<file path="config.mk">
export PLATFORM = sky130hd
export DESIGN_NAME = interval_timer_bank_flat
export DESIGN_NICKNAME = d
export VERILOG_FILES = /design/src/rtl/interval_timer_bank_if.sv /design/src/rtl/interval_timer_bank.sv /design/src/flat_wrapper.sv
export SDC_FILE = /design/constraint.sdc
export NUM_CORES = 1
export LEC_CHECK = 0
export CAP_MARGIN = 20
export CORE_ASPECT_RATIO = 0.8
export CORE_MARGIN = 2
export CORE_UTILIZATION = 53
export DETAILED_ROUTE_END_ITERATION = 7
export GPL_ROUTABILITY_DRIVEN = 0
export HOLD_SLACK_MARGIN = 0.12
export PLACE_DENSITY = 0.76
export SYNTH_ARGS = -nofsm -noshare
export SYNTH_HDL_FRONTEND = slang
export SYNTH_SLANG_ARGS = --single-unit
</file>
<file path="constraint.sdc">
create_clock -name clk -period 1.7 [get_ports clk]
set_clock_uncertainty 0.05 [all_clocks]
set_input_delay 0.34 -clock clk [delete_from_list [all_inputs] [get_ports clk]]
set_output_delay 0.34 -clock clk [all_outputs]
set_load 0.03 [all_outputs]
</file>
<file path="src/rtl/interval_timer_bank_if.sv">
// Start/expired handshake and table-programming bundle between a traffic controller and interval_timer_bank.
// The hold signal exists only when TIMER_PAUSE_EN is defined.
interface interval_timer_bank_if #(
    parameter int SEL_W = 2,
    parameter int CNT_W = 4
);
    logic             start_timer;
    logic [SEL_W-1:0] interval_selector;
    logic             reprogram;
    logic [SEL_W-1:0] prog_index;
    logic [CNT_W-1:0] prog_value;
`ifdef TIMER_PAUSE_EN
    logic             hold;
`endif
    logic             expired;
    logic             busy;
    logic [CNT_W-1:0] time_remaining;

    modport master (
        output start_timer, interval_selector, reprogram, prog_index, prog_value,
`ifdef TIMER_PAUSE_EN
        output hold,
`endif
        input  expired, busy, time_remaining
    );

    modport slave (
        input  start_timer, interval_selector, reprogram, prog_index, prog_value,
`ifdef TIMER_PAUSE_EN
        input  hold,
`endif
        output expired, busy, time_remaining
    );
endinterface

</file>
<file path="src/rtl/interval_timer_bank.sv">
// Interval timer bank: reprogrammable table counted down in TICK_DIV-cycle ticks; TIMER_PAUSE_EN adds hold.
// All outputs registered, busy/value visible one edge after start; no backpressure, every valid request is taken.
module interval_timer_bank #(
    parameter int                              NUM_INTERVALS = 4,
    parameter int                              CNT_W         = 4,
    parameter int                              TICK_DIV      = 50000000,
    parameter logic [NUM_INTERVALS*CNT_W-1:0]  INIT_TABLE    = 16'h2363
) (
    input  logic                 clk,
    input  logic                 reset,
    interval_timer_bank_if.slave tmr
);
    localparam int SEL_W = (NUM_INTERVALS > 1) ? $clog2(NUM_INTERVALS) : 1;
    localparam int PS_W  = (TICK_DIV > 1) ? $clog2(TICK_DIV) : 1;
    localparam logic [PS_W-1:0] PS_MAX = PS_W'(TICK_DIV - 1);

    typedef enum logic {IDLE, RUN} state_t;

    state_t           state_q, state_d;
    logic [CNT_W-1:0] tr_q, tr_d;
    logic [PS_W-1:0]  ps_q, ps_d;
    logic             exp_q, exp_d;
    logic             zero_pend_q, zero_pend_d;
    logic [CNT_W-1:0] tbl_q [NUM_INTERVALS];
    logic [CNT_W-1:0] tbl_d [NUM_INTERVALS];

    logic             held;
    logic             sel_ok;
    logic [CNT_W-1:0] sel_val;
    logic             start_ok;
    logic             tick;
    logic             finish;

`ifdef TIMER_PAUSE_EN
    assign held = tmr.hold;
`else
    assign held = 1'b0;
`endif

    // Table lookup and write decode; out-of-range indices match no entry and so are ignored.
    always_comb begin
        sel_ok  = 1'b0;
        sel_val = '0;
        for (int i = 0; i < NUM_INTERVALS; i++) begin
            tbl_d[i] = tbl_q[i];
            if (tmr.interval_selector == SEL_W'(i)) begin
                sel_ok  = 1'b1;
                sel_val = tbl_q[i];
            end
            if (tmr.reprogram && (tmr.prog_index == SEL_W'(i))) begin
                tbl_d[i] = tmr.prog_value;
            end
        end
    end

    assign start_ok = tmr.start_timer && sel_ok;
    assign tick     = (state_q == RUN) && !held && (ps_q == PS_MAX);
    assign finish   = tick && (tr_q == CNT_W'(1));

    always_ff @(posedge clk or posedge reset) begin
        if (reset) begin
            state_q <= IDLE;
        end else begin
            state_q <= state_d;
        end
    end

    always_comb begin
        state_d = state_q;
        if (start_ok) begin
            state_d = (sel_val != '0) ? RUN : IDLE;
        end else if (finish) begin
            state_d = IDLE;
        end
    end

    // A start wins over a finishing countdown, but the finished interval still reports expiry.
    always_comb begin
        tr_d        = tr_q;
        ps_d        = ps_q;
        exp_d       = zero_pend_q || finish;
        zero_pend_d = 1'b0;
        if ((state_q == RUN) && !held) begin
            ps_d = tick ? '0 : ps_q + PS_W'(1);
        end
        if (start_ok) begin
            tr_d        = sel_val;
            ps_d        = '0;
            zero_pend_d = (sel_val == '0);
        end else if (tick) begin
            tr_d = tr_q - CNT_W'(1);
        end
    end

    always_ff @(posedge clk or posedge reset) begin
        if (reset) begin
            tr_q        <= '0;
            ps_q        <= '0;
            exp_q       <= 1'b0;
            zero_pend_q <= 1'b0;
            for (int i = 0; i < NUM_INTERVALS; i++) begin
                tbl_q[i] <= INIT_TABLE[i*CNT_W +: CNT_W];
            end
        end else begin
            tr_q        <= tr_d;
            ps_q        <= ps_d;
            exp_q       <= exp_d;
            zero_pend_q <= zero_pend_d;
            for (int i = 0; i < NUM_INTERVALS; i++) begin
                tbl_q[i] <= tbl_d[i];
            end
        end
    end

    assign tmr.expired        = exp_q;
    assign tmr.busy           = (state_q == RUN);
    assign tmr.time_remaining = tr_q;
endmodule
</file>
<file path="src/flat_wrapper.sv">
// flat-port wrapper written by rule: the top's interface ports become plain ports
module interval_timer_bank_flat 
#(
    parameter int                              NUM_INTERVALS = 4,
    parameter int                              CNT_W         = 4,
    parameter int                              TICK_DIV      = 50000000,
    parameter logic [NUM_INTERVALS*CNT_W-1:0]  INIT_TABLE    = 16'h2363
)
  (clk, reset, tmr_start_timer, tmr_interval_selector, tmr_reprogram, tmr_prog_index, tmr_prog_value, tmr_expired, tmr_busy, tmr_time_remaining);
  interval_timer_bank_if #(.CNT_W(CNT_W)) tmr_i ();
  input  logic clk;
  input  logic reset;
  input wire logic [$bits(tmr_i.start_timer)-1:0] tmr_start_timer;
  input wire logic [$bits(tmr_i.interval_selector)-1:0] tmr_interval_selector;
  input wire logic [$bits(tmr_i.reprogram)-1:0] tmr_reprogram;
  input wire logic [$bits(tmr_i.prog_index)-1:0] tmr_prog_index;
  input wire logic [$bits(tmr_i.prog_value)-1:0] tmr_prog_value;
  output wire logic [$bits(tmr_i.expired)-1:0] tmr_expired;
  output wire logic [$bits(tmr_i.busy)-1:0] tmr_busy;
  output wire logic [$bits(tmr_i.time_remaining)-1:0] tmr_time_remaining;
  assign tmr_i.start_timer = tmr_start_timer;
  assign tmr_i.interval_selector = tmr_interval_selector;
  assign tmr_i.reprogram = tmr_reprogram;
  assign tmr_i.prog_index = tmr_prog_index;
  assign tmr_i.prog_value = tmr_prog_value;
  assign tmr_expired = tmr_i.expired;
  assign tmr_busy = tmr_i.busy;
  assign tmr_time_remaining = tmr_i.time_remaining;
  interval_timer_bank #(.NUM_INTERVALS(NUM_INTERVALS), .CNT_W(CNT_W), .TICK_DIV(TICK_DIV), .INIT_TABLE(INIT_TABLE)) u_core (.clk(clk), .reset(reset), .tmr(tmr_i));
endmodule
</file>
# After elaboration in Yosys (flattened, before gate mapping)
# Index checks and enable logic that the tools add are counted.
# W data, S select, Z words.
[totals]
register_bits = 49
inputBits = 12
out_inout_bits = 6
word_cells = 51
[op_classes]
addsub = 2
n_eq_ne = 8
n_mux = 17
reduce_logical = 15
[op_table]
columns = ["operator", "count"]
rows = [
  ["$mux W26", 3],
  ["$add A26 B1 Y26 const B", 1],
  ["$eq A26 B26 Y1 const B", 1],
  ["$mux W4", 6],
  ["$eq A2 B2 Y1 const B", 4],
  ["$mux W1", 8],
  ["$logic_and A1 B1 Y1", 7],
  ["$reduce_bool A2 Y1", 3],
  ["$eq A2 B1 Y1 const B", 2],
  ["$eq A4 B1 Y1 const B", 1],
  ["$logic_not A2 Y1", 2],
  ["$logic_not A4 Y1", 1],
  ["$reduce_bool A4 Y1", 1],
  ["$sub A4 B1 Y4 const B", 1],
  ["$logic_or A1 B1 Y1", 1],
]

# Logic depth before layout (Yosys ltp)
# Gate-level depths: netlist (run 1).
[logic_depth]
depth_word = 8
depth_mapped = 7
mapped_depth_nobuf = 5

# Worst setup path after synthesis (run 1)
# Ideal clock, no wire load.
[synth_path]
path_kind = "register -> register"
startpoint = "reg u_core.state_q (netlist: u_core.tmr.busy)"
endpoint = "reg u_core.ps_q[17]"
setup_ns = 0.077
arrival_ns = 1.885
required_ns = 1.573
path_slack_ns = -0.313
stages_incl_launch_ff = 6
n_path_buf = 1
period_less_slack_ns = 2.013
cell_sequence = "dfrtp_1 buf_4 o211ai_1 or4_4 or3_1 a21oi_1"
[synth_via]
elab_chain_cells = 4
elab_cells_between_ends = 5
cone_classes = "3 x mux; 2 x reduce/logical"
[synth_rtl]
columns = ["item", "line_no", "source"]
rows = [
  ["from (decl)", "interval_timer_bank.sv:19", "state_t state_q, state_d;"],
  ["from (signal assigned)", "interval_timer_bank.sv:64", "state_q <= state_d;"],
  ["$logic_and A1 B1 Y1", "interval_timer_bank.sv:57", "assign tick = (state_q == RUN) && !held && (ps_q == PS_MAX);"],
  ["$mux W26", "interval_timer_bank.sv:84", "ps_d = tick ? '0 : ps_q + PS_W'(1);"],
  ["$mux W26", "interval_timer_bank.sv:83", "if ((state_q == RUN) && !held) begin"],
  ["$mux W26", "interval_timer_bank.sv:86", "if (start_ok) begin"],
  ["to (signal assigned)", "interval_timer_bank.sv:106", "ps_q <= ps_d;"],
  ["to (decl)", "interval_timer_bank.sv:21", "logic [PS_W-1:0] ps_q, ps_d;"],
]
# Parallel ways exist; a longest one is shown, timed or not. The select of a mux whose other input is x is not followed.
# A chain may end at the register's enable or synchronous reset.

# Worst setup path in the final report (run 1)
[layout_path]
startpoint = "reg u_core.ps_q[9]"
endpoint = "reg u_core.ps_q[21]"
[layout_via]
elab_chain_cells = 5
elab_cells_between_ends = 6
cone_classes = "1 x add/sub; 1 x eq/ne; 3 x mux; 1 x reduce/logical"
[layout_rtl]
columns = ["item", "line_no"]
rows = [
  ["branches (longest 2 deep; another with $add A26 B1 Y26)", "-"],
  ["$mux W26 *", "interval_timer_bank.sv:84"],
  ["$mux W26 *", "interval_timer_bank.sv:83"],
  ["$mux W26 *", "interval_timer_bank.sv:86"],
]
# Mark *: on every way between the ends. The select of a mux whose other input is x is not followed.

==> impl_metrics.yaml, run 1 <==
logic_synthesis:
  async_flop_share_pct: 100
  muxShareOfSynthArea_pct: 10.5
  synthCells: 235
  synth_nets: 251
  synth_edf_count: 0
  synthSimpleGateAreaFrac_pct: 23.1
  synth_top_family_by_area: "simple AND/OR/NAND/NOR gates"
  avgSynthCellArea_um2: 11.0
  seq_area_frac_synth_pct: 47.8
  synth_compound_area_share_pct: 10.1
  synth_cell_types: 50
  ys_ff_latch: 49
  yosysWarnings: 0
  synth.cell_area_um2: 2580
  synth-xor-area-share_pct: 4.07
  synthAdderAreaFrac_pct: 1.94
  synth-main-ff-cell: "dfrtp_1"
cells_and_area:
  final_core_util_pct: 81.8
  final_cell_count_no_fill: 389
  area_growth_syn_to_layout_pct: 46.6
  final_common_cell: "buf_4"
  nets: 344
  antenna_cells: 0
  drive_above_1_share_pct: 51.1
  final_cell_mix: "60 x buf_4, 41 x dfrtp_1, 16 x mux2_2, 14 x buf_6"
  nFillCells: 263
  final_area_um2: 3780
global_routing:
  grt_pass1_vias: 2355
  grt_max_degree: 29
  grt_usage_pct: 29.5
  antenna_found_initial: 0
  overflow: 0
  grt_pass1_wl_um: 11800
sta:
  period_share_pct: 114
  setup_viol: 31
  rsz0062_at_grt: "yes"
  tightestPinTransition_ns: 0.400
  fin_ws_ns: -0.237
  final.setup.tns_ns: -5.19
  min_period_ns: 1.94
  finalHoldViolCount: 0
  fmax_ghz: 0.516
  maxSlewViolCount: 0
  slew_headroom_pct: 73.0
critical_path:
  cp.arrival_ns: 2.13
  required_ns: 1.89
  path_buf_inv: 1
  r2r_slack_ns: -0.24
  path_max_fanout: 6
  endpoint_kind: "flop"
  crit_path_start_kind: "flop"
  path_class: "reg -> reg"
  cpPeakStageDelay_ns: 0.64
  path_cells: "buf_6 > nand4_1 > or4_4 > or3_1 > a21oi_1"
  cp_top_family: "simple AND/OR/NAND/NOR gates"
  critPathSlowestCell: "or4_4"
detailed_routing:
  wl_um: 8280
  drt_first_pass_iters: 8
  drc: 0
  final_antenna_net_count: 0
  wire_per_inst_um: 21.3
  vias: 2495
  drt-initial-drc-count: 319
  drt-vias-per-instance: 6.41
clock_tree:
  cts_tree: "built"
  cts-htree-levels: 2
  clockBufferDepth: 2
  clk_latency_ns: 0.31
  cts_sinks: 49
  numCtsBuffers: 5
  cts.clk_slew.worst_paths_ns: 0.10
  cts_root_buf: "clkbuf_8"
power:
  power_mw: 2.78
  swShare_pct: 31.0
  seqPwrFrac_pct: 50.6
  pwr-share-clk_pct: 25.3
  powerDensity_nw_per_um2: 734
  internal-power_mw: 1.92
  p_leak_nw: 1.59
  switchingPower_mw: 0.860
  peakVddDrop_uv: 532
  share_comb_of_total_power_pct: 24.1
run:
  drv_cap: 0
die:
  rows: 22
  initial_core_util_pct: 55.8
  ioPinCount: 18
  coreArea_um2: 4620
  die_area_um2: 5450
  die_width_um: 82.0
  fp.dieH_um: 66.4
placed_design:
  placed_area_um2: 3240
  port-buffer-count: 17
  dp_hpwl_um: 4800
  dp.cells: 363
status:
  status: "complete, but fails checks"
  violations: "negative setup slack"
hold_path:
  min_path_type: "in -> async"
metal layers:
metal	wire length [um]	global-route usage (%)	vias up
met5	0	0	-
met4	340	10.4	0
met3	574	8.20	37
met2	4070	48.2	146
met1	3300	37.6	1234
li1	-	-	1078
power groups by stage:
stage	combinational [mW]	clock (mW)	sequential, mW
3_5_place_dp	0.507	0	1.42
4_1_cts	0.586	0.690	1.40
6_report	0.670	0.702	1.40
2_1_floorplan	0.266	0	1.43
3_3_place_gp	0.490	0	1.41
5_1_grt	0.706	0.747	1.42
cells by family after synthesis:
| family | count (synthesis) |
|---|---|
| mux | 20 |
| compound gates | 43 |
| simple gates | 92 |
| fa+ha+maj | 4 |
| buf+inv | 15 |
| flops | 49 |
| xor+xnor | 12 |
synthesized netlist by cell type, types with 2 or more instances:
| cell type | n | share of area, % |
|---|---|---|
| ha_1 | 4 | 1.9 |
| and4_1 | 3 | 1.0 |
| a31oi_1 | 2 | 0.48 |
| o211ai_1 | 2 | 0.58 |
| buf_2 | 3 | 0.58 |
| nand4_1 | 7 | 1.7 |
| nor3_1 | 4 | 0.78 |
| o31ai_1 | 5 | 1.5 |
| or4_4 | 2 | 0.87 |
| mux2_2 | 16 | 7.0 |
| nand3_1 | 5 | 0.97 |
| and2_1 | 2 | 0.48 |
| nand4_2 | 3 | 1.5 |
| nor4_1 | 6 | 1.5 |
| nand2_1 | 8 | 1.2 |
| nor2_1 | 17 | 2.5 |
| dfrtp_1 | 42 | 41 |
| dfstp_2 | 7 | 7.1 |
| and3_1 | 4 | 0.97 |
| a21oi_1 | 16 | 3.1 |
| xnor2_1 | 11 | 3.7 |
| o41ai_1 | 3 | 1.0 |
| o21ai_0 | 10 | 1.9 |
| nand3b_1 | 2 | 0.58 |
| or4_1 | 4 | 1.2 |
| nand2b_1 | 4 | 0.97 |
| or3_1 | 9 | 2.2 |
| inv_1 | 9 | 1.3 |
| mux4_2 | 4 | 3.5 |
what timing repair did:
item                                    4_1_cts  5_1_grt
buffers inserted                             10        6
endpoints found under the setup margin       36       32
cloned                                        1        1
pin swaps                                    16       25
gates resized for setup                      38       50
hold buffers                                  0        0
worst min-delay path, delay by kind of cell:
family | cells | cell delay, ns
buffers and inverters | 3 | 0.74
worst paths after layout:
check	from	end	cells past startpoint
setup / recovery	u_core.ps_q[9]	u_core.ps_q[21]	5
hold / removal	reset	u_core.tbl_q[14]	3
setup reg to reg	u_core.ps_q[9]	u_core.ps_q[21]	5
hold reg to reg	u_core.zero_pend_q	u_core.tmr.expired	2
max in group asynchronous	reset	u_core.tbl_q[13]	3
min in group clk	u_core.zero_pend_q	u_core.tmr.expired	2
cell type report:
type                    count  area (um2)  share of cell area, %
flip-flops and latches     49        1240                   32.7
clock buffers               5        68.8                   1.82
multi-input cells         171        1570                   41.5
repair buffers             92         783                   20.7
well taps                  60        75.1                   1.98
clock inverters             3        17.5                  0.463
inverters                   9        33.8                  0.893
metrics by stage:
step	worst slack, ns	hold slack, ns
floorplan	-0.0585	0.357
global placement	-0.419	0.400
detailed placement	-0.458	0.394
CTS	-0.162	0.332
global route	-0.293	0.350
finish	-0.237	0.322
flip-flops by register name, summed over array words and instances (netlist names):
| signal | flops |
|---|---|
| u_core.tmr.expired | 1 |
| u_core.tbl_q | 16 |
| u_core.tmr.time_remaining | 4 |
| u_core.ps_q | 26 |
| u_core.tmr.busy | 1 |
| u_core.zero_pend_q | 1 |
Power figures use the tool's default switching activity.
==> inputs of run 2 (changes only) <==
Settings changed: CORE_UTILIZATION 53 to 57, DONT_BUFFER_PORTS set to 1, HOLD_SLACK_MARGIN 0.12 to 0.1, PLACE_DENSITY 0.76 to 0.75.
==> run 2 against run 1 <==
Effect of this change: the flow still finishes with violations (negative setup slack); fmax up 3.7%; die area shrank 6.6%; total power down 5.0%; sequential power barely moved; sequential share of layout area increased by 2.9 points; cell area down 7.9%; cell count down 6.7%; critical path type unchanged; largest power group unchanged.
==> impl_metrics.yaml, run 2 (synthesis results as in run 1) <==
status:
  status: "complete, but fails checks"
  violations: "negative setup slack"
critical_path:
  cp-endpoint: "u_core.ps_q[20]"
  path_max_fanout: 5
  cp_top_family: "simple AND/OR/NAND/NOR gates"
  path_buf_inv: 0
  cp.arrival_ns: 2.05
  path_cells: "and3_4 > or3b_4 > or4b_4 > a21oi_2"
  path_class: "reg -> reg"
  required_ns: 1.88
  timing.rr.end: "u_core.ps_q[20]"
  cpPeakStageDelay_ns: 0.50
  critPathLaunch: "u_core.ps_q[16]"
  endpoint_kind: "flop"
  worstReg2RegStart: "u_core.ps_q[16]"
  critPathSlowestCell: "or4b_4"
  crit_path_start_kind: "flop"
  r2r_slack_ns: -0.17
  r2r_cells: 4
  cp.depth: 4
clock_tree:
  numCtsBuffers: 5
  cts.clk_slew.worst_paths_ns: 0.09
  clockBufferDepth: 2
  clk_latency_ns: 0.31
  cts_root_buf: "clkbuf_8"
  cts_sinks: 49
  cts-htree-levels: 2
  cts_tree: "built"
cells_and_area:
  final_cell_count_no_fill: 363
  nets: 321
  area.sequential_um2: 1240
  top_register: "u_core.ps_q"
  area_growth_syn_to_layout_pct: 34.9
  multiInputGateArea_um2: 1480
  nFillCells: 231
  drive_above_1_share_pct: 50.3
  final_cell_mix: "58 x buf_4, 39 x dfrtp_1, 16 x mux2_2, 10 x xnor2_1"
  largest_reg_flops: 26
  antenna_cells: 0
  final_common_cell: "buf_4"
run:
  drv_cap: 0
placed_design:
  dp.cells: 335
  dp_hpwl_um: 4410
  port-buffer-count: 0
global_routing:
  grt_max_degree: 50
  grt_usage_pct: 30.2
  grt_pass1_vias: 2307
  grtUsageMet1_pct: 42.6
  grt_use_met3_pct: 6.36
  overflow: 0
  antenna_found_initial: 0
  grt_pass1_wl_um: 11600
  grt.busiest_layer: "met2"
  use_met2_pct: 47.7
sta:
  finalHoldViolCount: 0
  setup_viol: 28
  tightestPinTransition_ns: 0.412
  period_share_pct: 110
  min_period_ns: 1.87
  maxSlewViolCount: 0
  final.setup.tns_ns: -3.33
  holdWs_ns: 0.115
  fin_ws_ns: -0.167
  rsz0062_at_grt: "yes"
  slew_headroom_pct: 72.5
  fmax_ghz: 0.536
detailed_routing:
  drt-initial-drc-count: 170
  drt-vias-per-instance: 6.29
  wire_per_inst_um: 20.1
  drc: 0
  wl_um: 7300
  final_antenna_net_count: 0
  vias: 2284
  drt_first_pass_iters: 4
die:
  die_width_um: 79.2
  coreArea_um2: 4260
  die_area_um2: 5090
  rows: 21
  ioPinCount: 18
  initial_core_util_pct: 60.6
  fp.dieH_um: 64.2
power:
  peakVddDrop_uv: 621
  powerDensity_nw_per_um2: 757
  p_leak_nw: 1.43
  power_mw: 2.64
hold_path:
  min_path_type: "in -> reg"
-- run 2: cell types whose count changed in the layout (fill, tap and decap cells not counted), sizes merged, moves of 2 or more --
cell           previous run  this run
clkdlybuf4s50             9         0
clkinvlp                  1         3
dlygate4sd2               6         0
clkinv                    2         0
dlygate4sd3               0         2
buf                      75        67
-- run 2: worst register-to-register path: stages (launching register included) --
cell and delay (ns):
dfrtp_1 0.45, and3_4 0.22, or3b_4 0.41, or4b_4 0.50, a21oi_2 0.16
-- run 2: final cells by class --
class / instances / area share, %
Clock buffer: 5 / 1.98
Clock inverter: 3 / 0.647
Timing Repair Buffer: 69 / 16.2
Tap cell: 57 / 2.05
Multi-Input combinational cell: 171 / 42.6
Sequential cell: 49 / 35.6
Inverter: 9 / 0.970
-- run 2: power breakdown --
| part | switching [mW] | internal, mW |
|---|---|---|
| logic | 0.270 | 0.268 |
| clock network | 0.412 | 0.289 |
| registers | 0.0963 | 1.30 |
| total | 0.778 | 1.86 |
-- run 2: per-layer routing --
metal / up-vias / part of all wire, %
met1: 1155 / 43
met5: - / 0
li1: 1032 / -
met3: 10 / 7.6
met4: 0 / 1.2
met2: 87 / 48
-- run 2: worst min-delay path by stage --
stage | end | start | cells past startpoint | slack (ns)
2_1_floorplan | u_core.tmr.expired | u_core.zero_pend_q | 2 | 0.36
3_3_place_gp | u_core.ps_q[11] | reset | 2 | 0.24
3_5_place_dp | u_core.ps_q[11] | reset | 2 | 0.24
4_1_cts | u_core.tmr.time_remaining[1] | tmr_start_timer | 2 | 0.10
5_1_grt | u_core.tbl_q[3] | tmr_prog_value[3] | 1 | 0.11
6_report | u_core.tmr.time_remaining[1] | tmr_start_timer | 2 | 0.12
-- run 2: stage by stage --
step / cell area [um2] / setup slack, ns / utilization, %
4_1_cts: 3360 / -0.138 / 78.9
3_5_place_dp: 3020 / -0.159 / 70.9
5_1_grt: 3480 / -0.228 / 81.8
3_3_place_gp: 3020 / -0.126 / 70.9
2_1_floorplan: 2610 / -0.0585 / -
6_report: 3480 / -0.167 / 81.8
-- run 2: repair_timing --
item / CTS / global route
buffers inserted: 13 / 3
hold endpoints to repair: 47 / 0
pin swaps: 18 / 14
gates cloned: 2 / 0
resized for setup: 28 / 27
hold buffers: 2 / 0
endpoints found under the setup margin: 30 / 31
